$ cat src/rtl/izh_spike_encoder.sv
// izh_spike_encoder: hysteretic spike detector, inter-spike-interval counter and show-ahead ISI FIFO.
// Define SPIKE_RATE_EN to add the windowed spike-rate counter on rate_o/rate_valid.
module izh_spike_encoder #(
  parameter int ISI_W   = 12,
  parameter int DEPTH   = 8,
  parameter int WIN_LEN = 1024
) (
  input  logic                     clk,
  input  logic                     rst_n,
  input  logic                     ena,
  input  logic                     clr,
  input  logic signed [7:0]        v_in,
  input  logic signed [7:0]        thr_hi,
  input  logic signed [7:0]        thr_lo,
  output logic                     spike_o,
  output logic [ISI_W-1:0]         isi_data,
  output logic                     isi_valid,
  input  logic                     isi_ready,
  output logic [$clog2(DEPTH):0]   fifo_level,
  output logic                     overflow,
  output logic [7:0]               rate_o,
  output logic                     rate_valid
);

  localparam int AW = $clog2(DEPTH);
  localparam logic [ISI_W-1:0] ISI_MAX  = '1;
  localparam logic [AW:0]      FULL_LVL = (AW + 1)'(DEPTH);

  if ((DEPTH < 2) || ((DEPTH & (DEPTH - 1)) != 0)) begin : g_depth_check
    $error("izh_spike_encoder: DEPTH must be a power of 2, minimum 2");
  end
  if (WIN_LEN < 1) begin : g_win_check
    $error("izh_spike_encoder: WIN_LEN must be at least 1");
  end

  typedef enum logic {
    ARMED = 1'b0,
    FIRED = 1'b1
  } state_t;

  state_t           state;
  state_t           state_nxt;
  logic             spike_det;
  logic [ISI_W-1:0] cnt;
  logic [ISI_W-1:0] cnt_inc;
  logic             first_seen;

  logic [ISI_W-1:0] mem [DEPTH];
  logic [AW-1:0]    wr_ptr;
  logic [AW-1:0]    rd_ptr;
  logic [AW:0]      level;
  logic             full;
  logic             push_req;
  logic             do_push;
  logic             do_pop;

  // ---------------------------------------------------------------------------
  // Hysteresis FSM: fire above thr_hi, re-arm only once below thr_lo.
  // ---------------------------------------------------------------------------
  always_ff @(posedge clk or negedge rst_n) begin
    if (!rst_n) begin
      state <= ARMED;
    end else if (clr) begin
      state <= ARMED;
    end else begin
      state <= state_nxt;
    end
  end

  always_comb begin
    // NOTE: defaults first so every path assigns every output; no latches.
    state_nxt = state;
    spike_det = 1'b0;
    if (ena) begin
      unique case (state)
        ARMED: begin
          if (v_in > thr_hi) begin
            spike_det = 1'b1;
            state_nxt = FIRED;
          end
        end
        FIRED: begin
          if (v_in < thr_lo) begin
            state_nxt = ARMED;
          end
        end
        default: state_nxt = ARMED;
      endcase
    end
  end

  // ---------------------------------------------------------------------------
  // ISI counter; the interval reported on a spike includes the spike cycle.
  // ---------------------------------------------------------------------------
  assign cnt_inc = (cnt == ISI_MAX) ? cnt : cnt + 1'b1;

  always_ff @(posedge clk or negedge rst_n) begin
    if (!rst_n) begin
      cnt        <= '0;
      first_seen <= 1'b0;
      spike_o    <= 1'b0;
    end else if (clr) begin
      cnt        <= '0;
      first_seen <= 1'b0;
      spike_o    <= 1'b0;
    end else begin
      spike_o <= spike_det;
      if (ena) begin
        if (spike_det) begin
          cnt        <= '0;
          first_seen <= 1'b1;
        end else begin
          cnt <= cnt_inc;
        end
      end
    end
  end

  // ---------------------------------------------------------------------------
  // ISI FIFO: a full FIFO still accepts a push when a pop happens the same edge.
  // ---------------------------------------------------------------------------
  assign full     = (level == FULL_LVL);
  assign push_req = spike_det && first_seen;
  assign do_pop   = !clr && isi_valid && isi_ready;
  assign do_push  = !clr && push_req && (!full || do_pop);

  always_ff @(posedge clk or negedge rst_n) begin
    if (!rst_n) begin
      wr_ptr   <= '0;
      rd_ptr   <= '0;
      level    <= '0;
      overflow <= 1'b0;
    end else if (clr) begin
      wr_ptr   <= '0;
      rd_ptr   <= '0;
      level    <= '0;
      overflow <= 1'b0;
    end else begin
      if (do_push) wr_ptr <= wr_ptr + 1'b1;
      if (do_pop)  rd_ptr <= rd_ptr + 1'b1;
      unique case ({do_push, do_pop})
        2'b10:   level <= level + 1'b1;
        2'b01:   level <= level - 1'b1;
        default: level <= level;
      endcase
      if (push_req && full && !do_pop) overflow <= 1'b1;
    end
  end

  // NOTE: storage is not reset; isi_data is masked while the FIFO is empty instead.
  always_ff @(posedge clk) begin
    if (do_push) mem[wr_ptr] <= cnt_inc;
  end

  assign isi_valid  = (level != '0);
  assign isi_data   = isi_valid ? mem[rd_ptr] : '0;
  assign fifo_level = level;

`ifdef SPIKE_RATE_EN
  // ---------------------------------------------------------------------------
  // Spike-rate window: count spikes over WIN_LEN enabled cycles.
  // ---------------------------------------------------------------------------
  localparam int WW = (WIN_LEN > 1) ? $clog2(WIN_LEN) : 1;
  localparam logic [WW-1:0] WIN_LAST = WW'(WIN_LEN - 1);

  logic [WW-1:0] win_cnt;
  logic [7:0]    spk_cnt;
  logic [7:0]    spk_sum;

  assign spk_sum = (spike_det && (spk_cnt != 8'hFF)) ? spk_cnt + 8'd1 : spk_cnt;

  always_ff @(posedge clk or negedge rst_n) begin
    if (!rst_n) begin
      win_cnt    <= '0;
      spk_cnt    <= '0;
      rate_o     <= '0;
      rate_valid <= 1'b0;
    end else begin
      rate_valid <= 1'b0;
      if (clr) begin
        win_cnt <= '0;
        spk_cnt <= '0;
      end else if (ena) begin
        if (win_cnt == WIN_LAST) begin
          rate_o     <= spk_sum;
          rate_valid <= 1'b1;
          win_cnt    <= '0;
          spk_cnt    <= '0;
        end else begin
          win_cnt <= win_cnt + 1'b1;
          spk_cnt <= spk_sum;
        end
      end
    end
  end
`else
  assign rate_o     = '0;
  assign rate_valid = 1'b0;
`endif

endmodule

$ cat config.mk
export PLATFORM = sky130hd
export DESIGN_NAME = izh_spike_encoder
export DESIGN_NICKNAME = d
export VERILOG_FILES = /design/src/rtl/izh_spike_encoder.sv
export SDC_FILE = /design/constraint.sdc
export NUM_CORES = 1
export LEC_CHECK = 0
export ABC_AREA = 1
export ABC_CLOCK_PERIOD_IN_PS = 3100
export BUFFER_PORTS_ARGS = -buffer_cell sky130_fd_sc_hd__buf_2
export CAP_MARGIN = 40
export CORE_UTILIZATION = 51
export DETAILED_ROUTE_END_ITERATION = 8
export PLACE_DENSITY = 0.8
export SLEW_MARGIN = 20
export SYNTH_ARGS = -nofsm -noshare
export SYNTH_HDL_FRONTEND = slang
export SYNTH_SLANG_ARGS = --single-unit
$ cat constraint.sdc
create_clock -name clk -period 3.1 [get_ports clk]
set_input_delay 0.155 -clock clk [delete_from_list [all_inputs] [get_ports clk]]
set_output_delay 0.155 -clock clk [all_outputs]
set_load 0.03 [all_outputs]
==> Yosys cells after proc, flatten, opt, wreduce, memory -nomap -nowiden <==
Memory sizes are Yosys's and may differ from the RTL's.
Cells that the tools add are included.
Widths: inputs -> output; s select.
{ "op_classes": {"n_addsub": 5, "magnitude_cmp": 2, "eq_ne": 4, "muxes": 26, "bitwise_logic": 1, "reduce_logical": 19} }
{ "op_table": {"columns": ["cell", "count"], "rows": [
  ["$mux 12", 5],
  ["$mux 1", 14],
  ["$add 12x1->12 const B", 1],
  ["$eq 12x12->1 const B", 1],
  ["$mux 3", 4],
  ["$reduce_bool 2->1", 5],
  ["$gt 8x8->1", 1],
  ["$lt 8x8->1", 1],
  ["$pmux 4 s2", 1],
  ["$logic_and 1x1->1", 7],
  ["$add 3x1->3 const B", 2],
  ["$add 4x1->4 const B", 1],
  ["$eq 4x4->1 const B", 1],
  ["$mux 4", 1],
  ["$reduce_bool 4->1", 1],
  ["$sub 4x1->4 const B", 1],
  ["$logic_not 1->1", 3],
  ["$reduce_bool 3->1", 1],
  ["$eq 2x1->1 const B", 1],
  ["$eq 2x2->1 const B", 1],
  ["$pmux 1 s2", 1],
  ["$reduce_and 2->1", 1],
  ["$logic_or 1x1->1", 1],
  ["$not 1->1", 1]
]} }
{ "totals": {"word_cells": 66, "mem_bits_rw": 96, "memories": 1, "regBits": 26} }
{ "memory_table": {"columns": ["memory", "depth", "word_bits", "rd", "rd_ports_with_merged_regs", "write_ports", "line_no", "text"], "rows": [
  ["mem", 8, 12, 1, 0, 1, "48", "logic [ISI_W-1:0] mem [DEPTH];"]
]} }

==> Depth between registers and ports, before layout <==
{ "depth": {"word_depth": 10, "mapped_depth": 22} }

==> Least setup slack after synthesis <==
No wires, ideal clock.
{ "synth_path": {"path_type": "input-to-reg", "from": "input port thr_hi[7]", "to": "memory mem[3][0] (enable)", "setup_slack_ps": 193, "arrival_time_ps": 2494, "required_ps": 2688, "stages": 10, "n_path_buf": 0, "cell_sequence": "inv_1 -> ha_1 -> a21o_1 -> nor2_1 -> nand3_1 -> nand2_2 -> nand2_2 -> nor2_4 -> nand2_4 -> nor4_1"} }
{ "synth_via": {"elab_chain_cells": 9} }
{ "synth_lines": {"columns": ["item", "line_no", "text"], "rows": [
  ["start, declared", "13", "input logic signed [7:0] thr_hi,"],
  ["$gt 8x8->1", "77", "if (v_in > thr_hi) begin"],
  ["$mux 1", "77", null],
  ["$mux 1", "75", "unique case (state)"],
  ["$mux 1", "74", "if (ena) begin"],
  ["$logic_and 1x1->1", "123", "assign push_req = spike_det && first_seen;"],
  ["$logic_and 1x1->1 (2 in series)", "125", "assign do_push = !clr && push_req && (!full || do_pop);"],
  ["$mux 1", "152", "if (do_push) mem[wr_ptr] <= cnt_inc;"],
  ["$mux 1 (implied by the code)", "152", null],
  ["end, declared", "48", null]
]} }
Every way passes these cells.

==> Final worst setup path <==
{ "layout_path": {"from": "register level[1] (netlist: fifo_level[1])", "to": "register level[3] (netlist: fifo_level[3])"} }
{ "layout_via": {"elab_chain_cells": 8, "elab_cells_between_ends": 14, "cone_classes": "add/sub (2); eq/ne (3); mux (2); reduce/logical (7)"} }
{ "layout_lines": {"columns": ["item", "line_no", "text"], "rows": [
  ["start, declared", "51", "logic [AW:0] level;"],
  ["start signal, assigned", "142", "2'b10: level <= level + 1'b1;"],
  ["start signal, assigned", "143", "2'b01: level <= level - 1'b1;"],
  ["start signal, assigned", "144", "default: level <= level;"],
  ["$reduce_bool 4->1", "155", "assign isi_valid = (level != '0);"],
  ["$logic_and 1x1->1 (2 in series)", "124", "assign do_pop = !clr && isi_valid && isi_ready;"],
  ["$logic_or 1x1->1", "125", null],
  ["$logic_and 1x1->1", "125", null],
  ["$eq 2x1->1 / $eq 2x2->1 (equally long branches)", "141", "unique case ({do_push, do_pop})"],
  ["$pmux 4 s2", "141", null],
  ["$mux 4", "133", "end else if (clr) begin"]
]} }
Parallel ways exist; a longest one is shown, timed or not.
A chain may end at the register's enable or synchronous reset.

==> results.yml <==
cts:
  clock_latency_ns: 0.41
  clock_path_buffers: 2
  h-tree-depth: 4
  cts_sinks: 122
  clkTransAtPathRegs_ns: 0.06
  numCtsBuffers: 17
  cts_hold_buffers: 1
  cts_tree: "built"
  postCtsResizedCells: 0
  root_buffer: "clkbuf_16"
  postCtsSetupBuffers: 0
power_and_ir_drop:
  share_comb_of_total_power_pct: 5.6
  p_seq_share_pct: 45.4
  intPower_uw: 3080
  switching_share_pct: 21.3
  p_sw_uw: 832
  p_leak_uw: 0.00289
  power.density_nw_per_um2: 574
  clkPwrFrac_pct: 49.0
  ir_worst_vdd_uv: 394
worst_setup_path:
  criticalPathCategory: "register to register"
  crit_path_start_kind: "register"
  endpoint: "fifo_level[3]"
  slowest_delay_ns: 0.45
  r2r-end: "fifo_level[3]"
  cpMostUsedCell: "nand2_1"
  crit_required_ns: 3.40
  end_kind: "register"
  reg2reg_setup_slack_ns: 0.66
  ff2ff_path_depth: 13
  cp-startpoint: "fifo_level[1]"
  crit_path_max_fanout: 15
  crit_arrival_ns: 2.74
  crit_chain: "nor3_2 > nand2_2 > nand2_4 > nor2_8 > nand2_1 > inv_1 > ha_1 > nand2_1 > nand2_1 > a31oi_1 > nand3_1 > nand3_1 > nand2_1"
  crit_path_top_delay_cell: "dfrtp_1"
  reg2reg_from: "fifo_level[1]"
min_path:
  hold_path_class: "input port to register"
sta:
  finalClockSkew_ns: 0.00791
  setup_tns_ns: 0
  tightest_slew_ns: 0.645
  relSlewSlack_pct: 56.9
  rsz0062_at_grt: "no"
  drv_slew: 0
  finalCritPeriodShare_pct: 78.8
  fin_crit_ns: 2.44
  setup_viol: 0
  timing.hold.ws_ns: 0.0736
  finalHoldViolCount: 0
  fmax_ghz: 0.410
global_routing:
  grt_usage_pct: 23.8
  overflow: 0
  grt_pass1_wl_um: 20800
  grt_pass1_vias: 4257
  antenna_found_initial: 0
  grt_max_degree: 51
synth:
  yosys_warnings: 0
  avgSynthCellArea_um2: 10.5
  syn_area_um2: 5790
  synth-seq-area-share_pct: 61.0
  synth_cell_types: 35
  ys_ff_latch: 122
  syn_inst: 554
drt:
  drt_first_pass_iters: 5
  drc: 0
  via_per_inst: 5.62
  wl_um: 12900
  detail_route.wl_per_cell_um: 16.7
  drt_iter0_markers: 360
  vias: 4327
  postRouteAntennaNets: 0
run_status:
  status: "completed"
cells_and_area:
  drive_gt1_share_pct: 17.6
  syn_to_final_growth_pct: 17.7
  most-common-layout-cells: "edfxtp_1 (96), nor2_1 (91), o21ai_0 (79)"
  diodes: 0
  n_fill_cell: 819
  layout_commonest_cell: "edfxtp_1"
  finalNetCount: 667
placement:
  gp_congestion: 0.902
  portBuffers: 47
  dp_hpwl_um: 7930
floorplanning:
  core_um2: 10900
  die-height_um: 109
  start_util_pct: 53.0
  dieArea_um2: 11800
  dieWidth_um: 109
  rows: 38
  io_pins: 57
job:
  maxCapViolations: 0
[registers in the layout (all words and copies together) (netlist names)]
signal / flops
spike_o: 1
wr_ptr: 3
cnt: 12
mem: 96
fifo_level: 4
state: 1
overflow: 1
rd_ptr: 3
first_seen: 1
[synthesized netlist by cell type (all sizes together)]
master / number / area (µm²)
a31oi: 14 / 87.6
edfxtp: 96 / 2880
nor4: 2 / 12.5
buf: 12 / 81.3
o2111ai: 1 / 8.76
o21a: 1 / 7.51
o22ai: 17 / 106
clkbuf: 15 / 56.3
dfrtp: 26 / 651
ha: 20 / 250
xor2: 7 / 61.3
conb: 1 / 3.75
inv: 56 / 210
nand3: 19 / 95.1
o21ai: 79 / 395
a21o: 1 / 7.51
o31ai: 1 / 7.51
nor3: 9 / 60.1
bufinv: 1 / 17.5
a21oi: 11 / 70.1
nand4: 4 / 25.0
nand2: 64 / 273
fa: 1 / 20.0
nor2: 96 / 402
[per-stage QoR]
step	instances	area [µm²]	util [%]	power, µW	setup WS [ns]
CTS	767	6790	62.1	3930	0.667
global placement	734	6200	56.7	2010	0.673
floorplan	562	5820	-	1960	0.193
global route	770	6820	62.4	4040	0.440
detailed placement	734	6200	56.7	2020	0.577
finish	770	6820	62.4	3910	0.659
[power by group through the flow]
stage | Clock (µW) | Combinational, µW | Sequential (µW)
final | 1920 | 219 | 1780
after global routing | 2020 | 247 | 1770
after CTS | 1940 | 221 | 1770
after detailed placement | 0 | 217 | 1810
after global placement | 0 | 208 | 1810
after floorplan | 0 | 153 | 1810
[cell type report]
class,count,area (µm²),area share [%]
flip-flops and latches,122,3530,51.8
multi-input cells,356,1940,28.4
clock buffers,17,425,6.24
repair buffers,63,360,5.28
inverters,57,228,3.34
well taps,140,175,2.57
clock inverters,15,158,2.31
[cell families (layout without fill, tap and decap cells)]
group                    Yosys count  in the layout  synth area share, %
AND/OR/NAND/NOR                  194            194                 15.0
AO/OA/AOI/OAI                    125            125                 11.9
flip-flops                       122            122                 61.0
buffers and inverters             84            152                 6.31
adder cells (fa/ha/maj)           21             21                 4.67
XOR/XNOR                           7              7                 1.06
other                              1              9               0.0647
[critical path: cells and delay by family (launching register included)]
| family | cells | cell delay, ns |
|---|---|---|
| and+or+nand+nor | 10 | 1.22 |
| DFF | 1 | 0.45 |
| adders and majority gates | 1 | 0.34 |
| AOI/OAI and AO/OA | 1 | 0.18 |
| buffers and inverters | 1 | 0.13 |
[how the worst min path moves through the flow]
stage	startpoint	end	depth (start not counted)
floorplan	rst_n	cnt[0]	0
detailed placement	rst_n	fifo_level[0]	1
global placement	rst_n	fifo_level[0]	1
finish	clr	overflow	2
global route	clr	overflow	2
CTS	clr	overflow	2
[layer usage]
layer	global-route usage, %	wire [µm]
met5	0	0
met4	12.2	329
met3	5.67	945
met2	40.3	6560
met1	28.1	5050
No activity file was read; power rests on OpenSTA's default activity.
